### src/rtl/axis_counter_arb.sv
// axis_counter_arb: round-robin, burst-granular arbiter merging NIN AXI4-Stream
// sources into a single registered AXI4-Stream master. A grant is held for a
// whole burst; every output beat carries the index of its source in m_axis_tid.
//
// Ports:
//   aclk, areset        clock; synchronous active-high reset
//   cfg_mask            per-source enable (0 = never granted)
//   cfg_maxbeats        max beats per grant, 0 = unlimited (end on tlast only)
//   s_axis_*            NIN packed slave streams (source i at slice i)
//   m_axis_*            merged master stream, registered
//   busy                high while a grant is held
module axis_counter_arb #(
    parameter int NIN   = 4,
    parameter int BDATA = 8,
    parameter int BUSER = 5,
    parameter int BCNT  = 16,
    parameter int BID   = $clog2(NIN)
) (
    input  logic                 aclk,
    input  logic                 areset,
    input  logic [NIN-1:0]       cfg_mask,
    input  logic [BCNT-1:0]      cfg_maxbeats,
    input  logic [NIN-1:0]       s_axis_tvalid,
    output logic [NIN-1:0]       s_axis_tready,
    input  logic [NIN*BDATA-1:0] s_axis_tdata,
    input  logic [NIN*BUSER-1:0] s_axis_tuser,
    input  logic [NIN-1:0]       s_axis_tlast,
    output logic                 m_axis_tvalid,
    input  logic                 m_axis_tready,
    output logic [BDATA-1:0]     m_axis_tdata,
    output logic [BUSER-1:0]     m_axis_tuser,
    output logic                 m_axis_tlast,
    output logic [BID-1:0]       m_axis_tid,
    output logic                 busy
);

    typedef enum logic [0:0] {StIdle, StGrant} state_e;

    localparam logic [BCNT-1:0] CntOne = BCNT'(1);
    localparam logic [BCNT-1:0] CntMax = '1;
    localparam logic [BID-1:0]  IdLast = BID'(NIN - 1);
    localparam logic [BID-1:0]  IdOne  = BID'(1);

    state_e          state_q;
    logic [BID-1:0]  ptr_q;
    logic [BID-1:0]  gnt_q;
    logic [BCNT-1:0] beat_cnt_q;

    logic [NIN-1:0]  req;
    logic [BID-1:0]  pick;
    logic            pick_vld;
    int unsigned     idx;

    logic            out_free;
    logic            accept;
    logic            beat_end;
    logic [BID-1:0]  ptr_next;

    // Circular first-set search starting at ptr_q.
    always_comb begin
        req      = s_axis_tvalid & cfg_mask;
        pick     = '0;
        pick_vld = 1'b0;
        idx      = 0;
        for (int k = 0; k < NIN; k++) begin
            idx = int'(ptr_q) + k;
            if (idx >= NIN) idx = idx - NIN;
            if (!pick_vld && req[idx]) begin
                pick     = BID'(idx);
                pick_vld = 1'b1;
            end
        end
    end

    // Output register can take a new beat when empty or draining this cycle.
    assign out_free = !m_axis_tvalid || m_axis_tready;

    always_comb begin
        s_axis_tready = '0;
        if (state_q == StGrant) s_axis_tready[gnt_q] = out_free;
    end

    assign accept   = (state_q == StGrant) && s_axis_tvalid[gnt_q] && out_free;
    assign beat_end = s_axis_tlast[gnt_q] ||
                      ((cfg_maxbeats != '0) && (beat_cnt_q == cfg_maxbeats - CntOne));
    assign ptr_next = (gnt_q == IdLast) ? '0 : gnt_q + IdOne;

    always_ff @(posedge aclk) begin
        if (areset) begin
            state_q       <= StIdle;
            ptr_q         <= '0;
            gnt_q         <= '0;
            beat_cnt_q    <= '0;
            busy          <= 1'b0;
            m_axis_tvalid <= 1'b0;
            m_axis_tdata  <= '0;
            m_axis_tuser  <= '0;
            m_axis_tlast  <= 1'b0;
            m_axis_tid    <= '0;
        end else begin
            if (accept) begin
                m_axis_tvalid <= 1'b1;
                m_axis_tdata  <= s_axis_tdata[int'(gnt_q)*BDATA +: BDATA];
                m_axis_tuser  <= s_axis_tuser[int'(gnt_q)*BUSER +: BUSER];
                m_axis_tlast  <= beat_end;
                m_axis_tid    <= gnt_q;
            end else if (m_axis_tvalid && m_axis_tready) begin
                m_axis_tvalid <= 1'b0;
            end

            case (state_q)
                StIdle: begin
                    if (pick_vld) begin
                        gnt_q   <= pick;
                        state_q <= StGrant;
                        busy    <= 1'b1;
                    end
                end
                StGrant: begin
                    if (accept) begin
                        if (beat_end) begin
                            beat_cnt_q <= '0;
                            ptr_q      <= ptr_next;
                            state_q    <= StIdle;
                            busy       <= 1'b0;
                        end else if (beat_cnt_q != CntMax) begin
                            // Saturate in unlimited mode instead of wrapping.
                            beat_cnt_q <= beat_cnt_q + CntOne;
                        end
                    end
                end
                default: begin
                    state_q <= StIdle;
                    busy    <= 1'b0;
                end
            endcase
        end
    end

endmodule
### config.mk
export PLATFORM = sky130hd
export DESIGN_NAME = axis_counter_arb
export DESIGN_NICKNAME = d
export VERILOG_FILES = /design/src/rtl/axis_counter_arb.sv
export SDC_FILE = /design/constraint.sdc
export NUM_CORES = 1
export LEC_CHECK = 0
export BUFFER_PORTS_ARGS = -buffer_cell sky130_fd_sc_hd__buf_4
export CAP_MARGIN = 20
export CORE_MARGIN = 3
export CORE_UTILIZATION = 50
export CTS_CLUSTER_DIAMETER = 80
export DETAILED_ROUTE_END_ITERATION = 16
export PLACE_DENSITY = 0.93
export SETUP_SLACK_MARGIN = 0.15
export SYNTH_ARGS = -nofsm -noshare
export SYNTH_HDL_FRONTEND = slang
export SYNTH_SLANG_ARGS = --single-unit
### constraint.sdc
create_clock -name aclk -period 3 [get_ports aclk]
set_clock_uncertainty 0.1 [all_clocks]
set_input_delay 0 -clock aclk [delete_from_list [all_inputs] [get_ports aclk]]
set_output_delay 0 -clock aclk [all_outputs]
set_load 0.01 [all_outputs]
* Word-level counts from Yosys, hierarchy flattened *
Cells that the tools add are included.

storage, ports and cells
  flip-flop bits (word level) = 39
  output and inout port bits = 22
  word-level logic and storage cells = 103

cells by class
  $add $sub $neg = 10
  multiply operators = 1
  $lt $le $gt $ge = 10
  equality and inequality tests = 6
  shifts and indexed selects = 2
  muxes and demuxes = 40
  bitwise logic cells = 3
  reduce and logical (&&, ||, !) cells = 21

operator list
  operator                                                                  number
  32-bit by 3-bit < comparator with 1-bit output (second input constant)    4
  32-bit two-way mux                                                        4
  16-bit two-way mux                                                        2
  32-bit by 6-bit variable part select with 8-bit output                    1
  20-bit by 6-bit variable part select with 5-bit output                    1
  1-bit two-way mux                                                         19
  16-bit by 1-bit adder with 16-bit output (second input constant)          1
  16-bit equality test                                                      1
  16-bit inequality test (second input constant)                            1
  16-bit nonzero test                                                       1
  16-bit by 1-bit subtractor with 16-bit output (second input constant)     1
  1-bit binary-select mux with 2-bit select                                 6
  3-bit by 3-bit subtractor with 4-bit output (second input constant)       3
  2-bit two-way mux                                                         5
  3-bit greater-or-equal comparator (second input constant)                 3
  3-bit AND reduction                                                       3
  4-bit AND                                                                 2
  1-bit logical AND                                                         8
  2-bit by 2-bit adder with 3-bit output (second input constant)            2
  2-bit by 3-bit multiplier with 5-bit output (second input constant)       1
  1-bit logical NOT                                                         4
  4-bit two-way mux                                                         1
  2-bit by 1-bit inequality test with 1-bit output (second input constant)  2
  1-bit case mux with 2 select lines                                        2
  13 further kinds                                                          15

* Longest topological paths before layout *
Gate-level depths: netlist of run 1.

  depth in word-level cells = 16
  gate-level depth with buffers = 11
  gate-level depth less buffers = 10

* Worst setup path after synthesis of run 1 *
Ideal clock, no wire load.

  path kind = input-to-reg
  start point = input cfg_maxbeats[2]
  end point = register beat_cnt_q[15]
  setup time = 72 ps
  arrival time = 2379 ps
  data required time = 2828 ps
  slack = 449 ps
  cell stages on the path = 10
  buffers on the path = 2
  path through = buf_2 or4_1 buf_2 nor3_2 mux2_2 o21ai_0 and4_4 a21oi_2 a2111oi_2 mux2i_1

on the way
  word-level cells in the longest chain between the ends = 6
  elaborated cells on any way between the ends = 8
  classes of those cells = 1 x add/sub; 1 x eq/ne; 1 x mux; 5 x reduce/logical

ends and longest elaborated chain
  element                                        RTL line  source
  start: declaration                             22        input logic [BCNT-1:0] cfg_maxbeats,
  16-bit by 1-bit subtractor with 16-bit output  85        ((cfg_maxbeats != '0) && (beat_cnt_q == cfg_maxbeats - CntOne));
  16-bit equality test                           85
  1-bit logical AND *                            85
  1-bit logical OR *                             84        assign beat_end = s_axis_tlast[gnt_q] ||
  2-bit nonzero test (no source line)            n/a
  3-bit AND reduction (no source line)           n/a
  end signal: assignment                         128       beat_cnt_q <= beat_cnt_q + CntOne;
  end: declaration                               47        logic [BCNT-1:0] beat_cnt_q;

Mark *: on every way between the ends. The rest lies on a longest branch, timed or not.
A chain may end at the register's enable or synchronous reset.

* Worst setup path in the final report of run 1 *
  start point = register beat_cnt_q[12]
  end point = register beat_cnt_q[15]

on the way
  word-level cells in the longest chain between the ends = 5
  elaborated cells on any way between the ends = 9
  classes of those cells = 1 x add/sub; 2 x eq/ne; 2 x mux; 4 x reduce/logical

ends and longest elaborated chain
  element
  parallel branches: the longest is 5 deep, another holds 16-bit by 1-bit adder with 16-bit output

Parallel ways; which one is timed is not known. The select of a mux whose other input is x is not followed.

==> reports/metrics.csv, run 1 <==
stage,metric,value,unit
finish,design area,3820,µm²
pwr,Worst VDD drop,0.309,mV
floorplanning,Die X,81.1,µm
yosys,cell taking the most area after synthesis,dfxtp_1,
finish,Layout Area Growth over Synthesis,35.3,%
worst_setup_path,Worst Setup EP,beat_cnt_q[15]$_SDFFE_PP0P_,
finish,layout cells sized above 1,33.9,%
sta,"Slew Viols, Final",0,
floorplanning,# rows,26,
cts,CTS sink count,39,
global_route,gr ovfl total,0,
drt,routed len/inst,16.0,µm
worst_setup_path,R2R setup slack,0.29,ns
cts,Max clock buf depth,2,
drt,drc violations,0,
worst_setup_path,crit path cell chain,xor2_1 -> a211oi_2 -> o211ai_1 -> a2111oi_2 -> and4_4 -> a21oi_2 -> buf_4 -> a2111oi_2 -> mux2i_1,
yosys,Synth area leaders,"dfxtp_1 (28%), mux4_2 (12%), nand2_1 (6.6%), a21oi_1 (6.6%), xnor2_1 (4.3%)",
floorplanning,Initial Util,53.6,%
yosys,top-area cell type share of the netlist area,27.7,%
drt,drt pass-1 iters,5,
worst_setup_path,crit-path most repeated cell,a2111oi_2,
yosys,"Warnings, synthesis",0,
yosys,Synth Instances,342,
placement,GP Congestion,0.959,
worst_setup_path,Worst Reg-to-Reg Cells,9,
sta,Fmax,0.370,GHz
sta,setup violators final,0,
floorplanning,die area,6580,µm²
sta,slew margin rel.,57.4,%
worst_setup_path,CP Launch Type,flip-flop,
sta,setup tns final,0,ns
cts,TritonCTS clock tree,built,
worst_setup_path,Crit Reg-Reg Startpoint,beat_cnt_q[12]$_SDFFE_PP0P_,
worst_setup_path,crit path kind,reg2reg,
cts,htree depth,2,
global_route,Total GRT Usage,25.5,%
drt,Vias/cell,5.96,
worst_setup_path,CP startpoint,beat_cnt_q[12]$_SDFFE_PP0P_,
worst_setup_path,critical path arrival,2.83,ns
worst_setup_path,Reg-to-Reg End,beat_cnt_q[15]$_SDFFE_PP0P_,
run_status,status,finished clean,
min_path,Worst Hold Depth,4,
drt,drt total wl,8260,µm
pwr,leakage power,1.48,nW
global_route,vias in the first global route,2969,
pwr,"Power, Total",1.35,mW
cts,CTS Buf Count,5,
yosys,mapped cell area,2820,µm²
drt,DR iter-0 viols,231,
yosys,"Seq/Total Area, Yosys",27.7,%
min_path,Hold Path Class,in2reg,
cts,"Clk Latency, worst-skew pair",0.30,ns
drt,Routed Antenna Nets,0,
floorplanning,core region area,5270,µm²
yosys,Syn Area/Cell,8.25,µm²
yosys,Syn Nets,431,
drt,routed vias,3068,
sta,post-route clock period utilization,90.2,%
placement,post-DP HPWL,6330,µm
finish,nets,533,
finish,Diodes inserted,0,
run,max_cap viols,0,
placement,placed cell area,3650,µm²
pwr,power density cells,353,nW/µm²
worst_setup_path,Crit-path slowest cell,a2111oi_2,
floorplanning,die height,81.1,µm
global_route,first-pass GRT wire length,13200,µm
cts,Worst-path clk slew,0.08,ns
sta,crit path time final,2.71,ns
placement,IO Port Bufs,104,
cts,clock root buffer,clkbuf_8,
worst_setup_path,Critical Path RT,3.12,ns
sta,Worst Tran Pin Value,0.635,ns
global_route,initial antenna violation count,0,
worst_setup_path,Worst Path Max Fanout,12,
global_route,largest net degree at the start of global routing,29,
worst_setup_path,crit-path max cell delay,0.39,ns
sta,endpoints failing hold,0,
sta,RSZ-0062 raised after global routing,no,
yosys,Unique masters post-synth,50,
floorplanning,IO Pins,105,
worst_setup_path,CP Capture Type,flip-flop,
yosys,Synth Register Bits,39,
metrics by stage:
| step | cells | hold WS, ns | util [%] | setup WS [ns] |
|---|---|---|---|---|
| detailed placement | 501 | 0.263 | 69.3 | 0.0536 |
| global route | 515 | 0.0850 | 72.5 | 0.149 |
| finish | 515 | 0.0715 | 72.5 | 0.294 |
| CTS | 511 | 0.0633 | 71.8 | 0.324 |
| floorplan | 342 | 0.179 | - | 0.449 |
| global placement | 501 | 0.263 | 69.3 | 0.172 |
placed cells by master (no fill, tap or decap), types with 2 or more instances in the layout:
cell type and instances:
a2111oi_2 2, a211o_1 2, a211oi_1 2, a211oi_2 2, a21oi_1 37, a311oi_1 2
a31oi_1 3, and3_1 8, buf_4 115, clkbuf_8 5, dfxtp_1 38, dlygate4sd3_1 2
ha_1 6, inv_1 11, mux2i_1 2, mux4_2 15, nand2_1 50, nand2b_1 4
nand3_1 12, nand3b_1 3, nand4_1 4, nor2_1 15, nor3_1 10, nor3b_1 2
nor4_1 5, o211ai_1 6, o21ai_0 19, o31ai_1 3, or3_1 12, or4_1 4
xnor2_1 14, xor2_1 8
what timing repair did:
item / CTS / global route
gates resized for setup: 0 / 2
endpoints found under the setup margin: 0 / 10
hold buffers: 2 / 0
hold endpoints to repair: 24 / 0
setup buffers: 0 / 4
sequential cells by signal (all words and copies together) (netlist names):
name,count
beat_cnt_q,16
busy,1
gnt_q,2
m_axis_tdata,8
m_axis_tid,2
m_axis_tlast,1
m_axis_tuser,5
m_axis_tvalid,1
ptr_q,2
state_q,1
synth_stat cells, drive strengths merged:
cell     count
mux4        15
nor3b        3
o2111a       1
o31a         1
nand2b       4
xor2         8
mux2i        2
inv         11
nand3       12
a2111oi      2
ha           6
a21o         1
a31oi        3
nor4         6
nor2        15
xnor2       14
or3         12
a41oi        1
a21oi       38
a211o        2
nor3        11
nand2       50
o32ai        1
or3b         1
clkbuf      12
mux2         1
a32oi        1
and4         1
o31ai        3
a311oi       2
o211ai       6
o41ai        1
o21a         1
and3         8
buf         10
o21ai       20
a211oi       4
dfxtp       39
or4          5
nand3b       3
nand4        4
a21boi       1
logic make-up after synthesis:
family,share of synthesized area [%]
mux,13.1
fa+ha+maj,2.66
flops,27.7
simple gates,25.1
compound gates,19.9
xor+xnor,6.83
buf+inv,4.70
metal layers:
metal / global-route usage, % / up-vias / share of wire [%]
met2: 46.2 / 141 / 52
met4: 9.46 / 0 / 1.9
li1: - / 1463 / -
met5: 0 / - / 0
met1: 27.5 / 1447 / 37
met3: 8.20 / 17 / 9.2
layout make-up:
class                   instances  area (µm²)
clock inverters                 3        43.8
multi-input cells             270        1910
repair buffers                117         883
flip-flops and latches         39         782
inverters                      11        41.3
fillers                       399        1450
well taps                      70        87.6
clock buffers                   5        68.8
critical path, delay by kind of cell (launching register included):
family,cells,cell delay (ns)
AOI/OAI and AO/OA,5,1.22
DFF,1,0.36
and+or+nand+nor,1,0.31
muxes,1,0.24
xor gates and xnor gates,1,0.22
buffers and inverters,1,0.19
report_power, final:
part           leakage, nW  switching (mW)  internal, mW  total, mW
logic                 1.11           0.165         0.184      0.349
clock network       0.0581           0.195         0.248      0.443
registers            0.317          0.0185         0.539      0.558
worst min-delay path by stage:
stage / slack, ns / from / to
2_1_floorplan: 0.18 / m_axis_tready / m_axis_tvalid$_SDFFE_PP0P_
3_3_place_gp: 0.26 / areset / gnt_q[0]$_SDFFE_PP0P_
3_5_place_dp: 0.26 / areset / gnt_q[0]$_SDFFE_PP0P_
4_1_cts: 0.06 / s_axis_tuser[15] / m_axis_tuser[0]$_SDFFE_PP0P_
5_1_grt: 0.08 / s_axis_tdata[23] / m_axis_tdata[7]$_SDFFE_PP0P_
6_report: 0.07 / s_axis_tuser[15] / m_axis_tuser[0]$_SDFFE_PP0P_
(Power assumes the default switching activity.)
==> inputs of run 2 (changes only) <==
- ABC_CLOCK_PERIOD_IN_PS: default -> 3000
- CORE_ASPECT_RATIO: default -> 1.25
==> run 2 against run 1 <==
  * Global-route usage down 0.16 points
  * Via count grew 0.16%
  * Sequential power hardly changed
  * Worst hold slack got worse by 0.067 ns
  * Die area barely moved
  * Clock power decreased by 9.0%
  * Power down 3.5%
  * Non-clock buffer count fell by 4
  * Maximum frequency increased by 5.0%
  * Final cell count decreased by 2.3%
  * Core utilization shrank 0.95 points
==> reports/metrics.csv, run 2 (synthesis gave the netlist of run 1 again) <==
stage,metric,value,unit
finish,max FFs per register,16,
finish,design area,3760,µm²
cts,post-CTS sizing,0,
sta,Fmax,0.388,GHz
worst_setup_path,Worst Path Max Fanout,10,
finish,layout cells sized above 1,33.1,%
cts,CTS sink count,39,
floorplanning,Die X,73.2,µm
drt,drc violations,0,
cts,clock root buffer,clkbuf_8,
worst_setup_path,Reg-to-Reg End,ptr_q[0]$_SDFFE_PP0P_,
global_route,gr ovfl total,0,
finish,"leading cell type in the layout, fill and taps excluded",buf_4,
drt,Vias/cell,6.11,
run_status,status,finished clean,
worst_setup_path,Worst Setup EP,beat_cnt_q[14]$_SDFFE_PP0P_,
finish,top flop regs,"beat_cnt_q (16), m_axis_tdata (8), m_axis_tuser (5)",
cts,Max clock buf depth,2,
worst_setup_path,crit-path most repeated cell,buf_4,
cts,htree depth,2,
sta,endpoints failing hold,0,
worst_setup_path,crit-path max cell delay,0.42,ns
worst_setup_path,CP Launch Type,primary input,
drt,drt total wl,8140,µm
worst_setup_path,crit path cell chain,buf_4 -> inv_1 -> ha_1 -> nor3b_4 -> nand2_1 -> or3b_1 -> xnor2_1 -> o2111a_1 -> a311oi_1 -> buf_4 -> or4_1 -> a21oi_1,
cts,"Clk Latency, worst-skew pair",0.31,ns
drt,routed len/inst,16.2,µm
sta,post-route clock period utilization,85.9,%
cts,TritonCTS clock tree,built,
floorplanning,core region area,5260,µm²
worst_setup_path,critical path depth in cells,12,
worst_setup_path,critical path arrival,2.72,ns
drt,Routed Antenna Nets,0,
global_route,first-pass GRT wire length,13400,µm
drt,DR iter-0 viols,167,
floorplanning,IO Pins,105,
finish,most frequent cells in the layout,"buf_4 (112), nand2_1 (50), dfxtp_1 (39), a21oi_1 (37), o21ai_0 (19)",
floorplanning,die area,6590,µm²
cts,Worst-path clk slew,0.08,ns
min_path,Hold Path Class,in2reg,
placement,IO Port Bufs,104,
floorplanning,die height,90.0,µm
worst_setup_path,Worst Reg-to-Reg Cells,8,
global_route,vias in the first global route,3119,
worst_setup_path,worst path buffer plus inverter count,3,
sta,crit path time final,2.58,ns
worst_setup_path,Crit Reg-Reg Startpoint,beat_cnt_q[12]$_SDFFE_PP0P_,
placement,placed cell area,3650,µm²
worst_setup_path,CP startpoint,cfg_maxbeats[0],
sta,setup tns final,0,ns
cts,CTS Buf Count,5,
floorplanning,# rows,29,
floorplanning,Initial Util,53.7,%
sta,slew margin rel.,61.1,%
pwr,power density cells,346,nW/µm²
global_route,Total GRT Usage,25.3,%
finish,"Most flops, register",beat_cnt_q,
drt,drt pass-1 iters,4,
finish,Layout Area Growth over Synthesis,33.3,%
placement,post-DP HPWL,6300,µm
global_route,largest net degree at the start of global routing,29,
sta,Worst Tran Pin Value,0.578,ns
pwr,leakage power,1.45,nW
run,max_cap viols,0,
finish,nets,529,
placement,GP Congestion,0.889,
global_route,initial antenna violation count,0,
sta,setup violators final,0,
pwr,Worst VDD drop,0.301,mV
finish,Diodes inserted,0,
pwr,"Power, Total",1.30,mW
worst_setup_path,Critical Path RT,3.14,ns
drt,routed vias,3073,
sta,"Slew Viols, Final",0,
worst_setup_path,CP Capture Type,flip-flop,
worst_setup_path,crit path kind,in2reg,
sta,RSZ-0062 raised after global routing,no,
cts,Post CTS Setup Buffer Count,0,
worst_setup_path,Worst path top cell family by delay,simple AND/OR/NAND/NOR gates,
worst_setup_path,R2R setup slack,0.43,ns
worst_setup_path,Crit-path slowest cell,nor3b_4,
-- run 2: tightest hold or removal path: cells and delay by family --
| kind | cells | cell delay, ns |
|---|---|---|
| simple gates | 1 | 0.21 |
| buf+inv | 1 | 0.07 |
| compound gates | 1 | 0.09 |
-- run 2: power breakdown --
group / leakage [nW] / internal (mW) / switching, mW / total, mW
logic: 1.09 / 0.181 / 0.161 / 0.342
clock network: 0.0505 / 0.209 / 0.194 / 0.403
registers: 0.316 / 0.539 / 0.0190 / 0.558
total: 1.45 / 0.929 / 0.374 / 1.30
-- run 2: per-layer routing --
metal / GRT usage (%) / wire length, µm / vias to the layer above
met3: 6.70 / 753 / 28
met2: 45.3 / 4270 / 157
li1: - / - / 1459
met4: 13.8 / 324 / 0
met5: 0 / 0 / -
met1: 25.6 / 2790 / 1429
-- run 2: final cells by class --
cell class              instances  area [µm²]
multi-input cells             270        1910
fillers                       405        1500
repair buffers                113         851
flip-flops and latches         39         781
clock buffers                   7        96.3
well taps                      62        77.6
inverters                      11        41.3
clock inverters                 1        7.51
-- run 2: per-stage QoR --
stage	utilization (%)	cells	hold slack, ns	setup slack (ns)
2_1_floorplan	-	342	0.179	0.449
3_3_place_gp	69.4	494	0.262	0.227
3_5_place_dp	69.4	494	0.277	0.125
4_1_cts	71.5	503	0.000621	0.419
5_1_grt	71.5	503	0.0531	0.190
6_report	71.5	503	0.00468	0.423
-- run 2: worst min path at each step --
stage | from | end | cells after the start
2_1_floorplan | m_axis_tready | m_axis_tvalid$_SDFFE_PP0P_ | 2
3_3_place_gp | areset | gnt_q[0]$_SDFFE_PP0P_ | 2
3_5_place_dp | areset | ptr_q[1]$_SDFFE_PP0P_ | 2
4_1_cts | m_axis_tready | m_axis_tvalid$_SDFFE_PP0P_ | 3
5_1_grt | m_axis_tready | m_axis_tvalid$_SDFFE_PP0P_ | 3
6_report | m_axis_tready | m_axis_tvalid$_SDFFE_PP0P_ | 3
-- run 2: repair_timing --
item	CTS	global route
hold buffers	1	0
hold endpoints to repair	24	0
endpoints found under the setup margin	0	0
==> inputs of run 3 (changes only) <==
- ABC_AREA: default -> 1
- CORE_UTILIZATION: 50 -> 52
==> run 3 against run 2 <==
  * The flow now finishes with violations (negative hold slack)
  * Critical path depth is 4 lower
  * Maximum frequency is 7.8% lower
  * Sequential power is 29% higher
  * Worst setup slack worse by 0.22 ns
  * Clock-buffer cell count is 1 lower
  * Flip-flop and latch count stayed put
  * Via count is 41% higher
  * Combinational power grew to 4.1 times the previous value
  * Sequential share of layout area is 3.3 points lower
  * Synthesized cell count is 58% higher
  * Core utilization is 3.8 points higher
  * Register-to-register slack worse by 0.22 ns
==> reports/metrics.csv, run 3 <==
stage,metric,value,unit
run_status,status,finished with violations,
run_status,violated checks,negative hold slack,
worst_setup_path,crit-path most repeated cell,o21ai_0,
yosys,"Seq/Total Area, Yosys",23.9,%
yosys,"FFs w/ async S/R, synth",0,%
global_route,Total GRT Usage,31.7,%
placement,IO Port Bufs,104,
global_route,vias in the first global route,4277,
finish,Final Non-Filler Cells,742,
yosys,Synth area leaders,"dfxtp_1 (24%), nor2_1 (14%), nand2_1 (11%), o21ai_0 (8.6%), nand3_1 (6.4%)",
worst_setup_path,worst path buffer plus inverter count,3,
finish,"Most flops, register",beat_cnt_q,
finish,max FFs per register,16,
yosys,"Top FF cell, synth",dfxtp_1,
finish,top flop regs,"beat_cnt_q (16), m_axis_tdata (8), m_axis_tuser (5)",
sta,RSZ-0062 raised after global routing,no,
yosys,commonest cells in the netlist,"nor2_1 (123), nand2_1 (92), o21ai_0 (56)",
placement,GP Congestion,0.938,
pwr,Switching Fraction,44.4,%
placement,post-DP HPWL,7570,µm
finish,Multi-input gate area,2190,µm²
cts,clock root buffer,clkbuf_8,
yosys,Syn Area/Cell,6.06,µm²
finish,Diodes inserted,0,
finish,Layout Area Growth over Synthesis,36.9,%
yosys,mapped cell area,3270,µm²
global_route,largest net degree at the start of global routing,30,
floorplanning,core region area,5930,µm²
floorplanning,IO Pins,105,
yosys,Synth Instances,539,
drt,routed len/inst,16.6,µm
sta,crit path time final,2.79,ns
yosys,"Warnings, synthesis",0,
sta,setup violators final,0,
worst_setup_path,Critical Path RT,3.14,ns
sta,Fmax,0.358,GHz
pwr,power density cells,577,nW/µm²
pwr,Flop pwr share,27.9,%
pwr,Worst VDD drop,0.546,mV
finish,layout cells sized above 1,24.2,%
floorplanning,die area,7270,µm²
yosys,Synth Register Bits,39,
global_route,initial antenna violation count,0,
sta,post-route clock period utilization,93.1,%
drt,Routed Antenna Nets,0,
yosys,most frequent cell after synthesis,nor2_1,
pwr,leakage power,2.02,nW
worst_setup_path,crit-path max cell delay,0.64,ns
yosys,Syn Nets,628,
yosys,cell taking the most area after synthesis,dfxtp_1,
yosys,Unique masters post-synth,34,
placement,dpl cells,706,
cts,CTS Buf Count,5,
worst_setup_path,crit path cell chain,inv_2 -> nor2_1 -> o21ai_0 -> a21oi_4 -> buf_6 -> o21ai_0 -> a31oi_1 -> dlygate4sd3_1,
pwr,Logic pwr share,53.9,%
sta,endpoints failing hold,1,
worst_setup_path,crit path kind,reg2reg,
cts,htree depth,2,
finish,Fillers,393,
run,max_cap viols,0,
min_path,Hold Path Class,in2reg,
floorplanning,# rows,31,
pwr,Psw,1.15,mW
finish,most frequent cells in the layout,"nor2_1 (123), buf_4 (110), nand2_1 (92), o21ai_0 (56), inv_1 (46)",
finish,sequential cell area,781,µm²
finish,nets,748,
worst_setup_path,Crit-path slowest cell,dlygate4sd3_1,
drt,routed vias,4330,
sta,Worst Tran Pin Value,0.720,ns
worst_setup_path,CP Launch Type,flip-flop,
worst_setup_path,Worst Path Max Fanout,28,
yosys,Post-synth EDFFs,0,
floorplanning,die height,94.6,µm
yosys,top-area cell type share of the netlist area,23.9,%
drt,Vias/cell,5.84,
cts,"Clk Latency, worst-skew pair",0.30,ns
worst_setup_path,CP Capture Type,flip-flop,
worst_setup_path,critical path arrival,2.93,ns
pwr,clock group share of total power,18.2,%
pwr,internal power,1.43,mW
worst_setup_path,Worst path top cell family by delay,buffers and inverters,
drt,DR iter-0 viols,363,
global_route,first-pass GRT wire length,18800,µm
finish,"leading cell type in the layout, fill and taps excluded",nor2_1,
sta,worst hold slack,-0.00431,ns
floorplanning,Die X,76.9,µm
cts,TritonCTS clock tree,built,
sta,"Slew Viols, Final",0,
global_route,gr ovfl total,0,
drt,drt total wl,12300,µm
cts,Max clock buf depth,2,
sta,slew margin rel.,51.8,%
cts,CTS sink count,39,
drt,drc violations,0,
cts,Worst-path clk slew,0.08,ns
sta,setup tns final,0,ns
floorplanning,Initial Util,55.0,%
drt,drt pass-1 iters,6,
run 3: power by group through the flow:
stage / registers [mW] / clock network, mW / logic [mW]
2_1_floorplan: 0.723 / 0 / 0.745
3_3_place_gp: 0.709 / 0 / 1.11
3_5_place_dp: 0.709 / 0 / 1.14
4_1_cts: 0.703 / 0.463 / 1.24
5_1_grt: 0.724 / 0.479 / 1.48
6_report: 0.718 / 0.469 / 1.39
run 3: cell families after synthesis:
| family | count (synthesis) | share of synthesized area (%) |
|---|---|---|
| compound gates | 99 | 18.0 |
| xor+xnor | 24 | 6.44 |
| fa+ha+maj | 6 | 2.30 |
| buf+inv | 73 | 9.31 |
| flops | 39 | 23.9 |
| mux | 1 | 0.307 |
| simple gates | 297 | 39.7 |
run 3: metrics by stage:
stage	setup slack [ns]	hold slack [ns]	instance area (µm²)	total power, mW	util [%]
floorplan	0.949	0.0828	3270	1.47	-
finish	0.206	-0.00431	4470	2.58	75.3
global placement	0.527	0.179	4070	1.82	68.5
global route	0.145	0.00588	4470	2.68	75.3
CTS	0.325	0.00464	4440	2.40	74.9
detailed placement	0.461	0.185	4070	1.85	68.5
run 3: path summary, 6_finish.rpt:
kind / slack (ns) / start / to / cells past startpoint
worst min-delay path: -0.004 / s_axis_tuser[18] / m_axis_tuser[3]$_SDFFE_PP0P_ / 3
worst min register to register: 0.40 / m_axis_tlast$_SDFFE_PP0P_ / m_axis_tlast$_SDFFE_PP0P_ / 2
worst max-delay path: 0.21 / gnt_q[1]$_SDFFE_PP0P_ / m_axis_tdata[0]$_SDFFE_PP0P_ / 8
worst max register to register: 0.21 / gnt_q[1]$_SDFFE_PP0P_ / m_axis_tdata[0]$_SDFFE_PP0P_ / 8
run 3: repair_timing:
item / CTS / global route
setup buffers: 0 / 2
setup endpoints to repair: 0 / 11
resized for setup: 0 / 2
hold buffers: 26 / 0
hold endpoints to repair: 30 / 0
run 3: layout make-up:
type                    count  area share [%]
clock buffers               6            1.85
flip-flops and latches     39            17.5
inverters                  49            4.11
clock inverters             2           0.784
multi-input cells         427            49.0
well taps                  82            2.29
repair buffers            137            24.5
run 3: tightest hold or removal path: stages:
cell     delay (ns)
buf_4          0.07
o21ai_0        0.08
a31oi_1        0.20
run 3: per-layer routing:
metal | track usage (%) | routed length (µm)
met1 | 32.3 | 4430
met2 | 58.8 | 5950
met3 | 7.82 | 1130
met4 | 18.0 | 770
met5 | 0 | 0
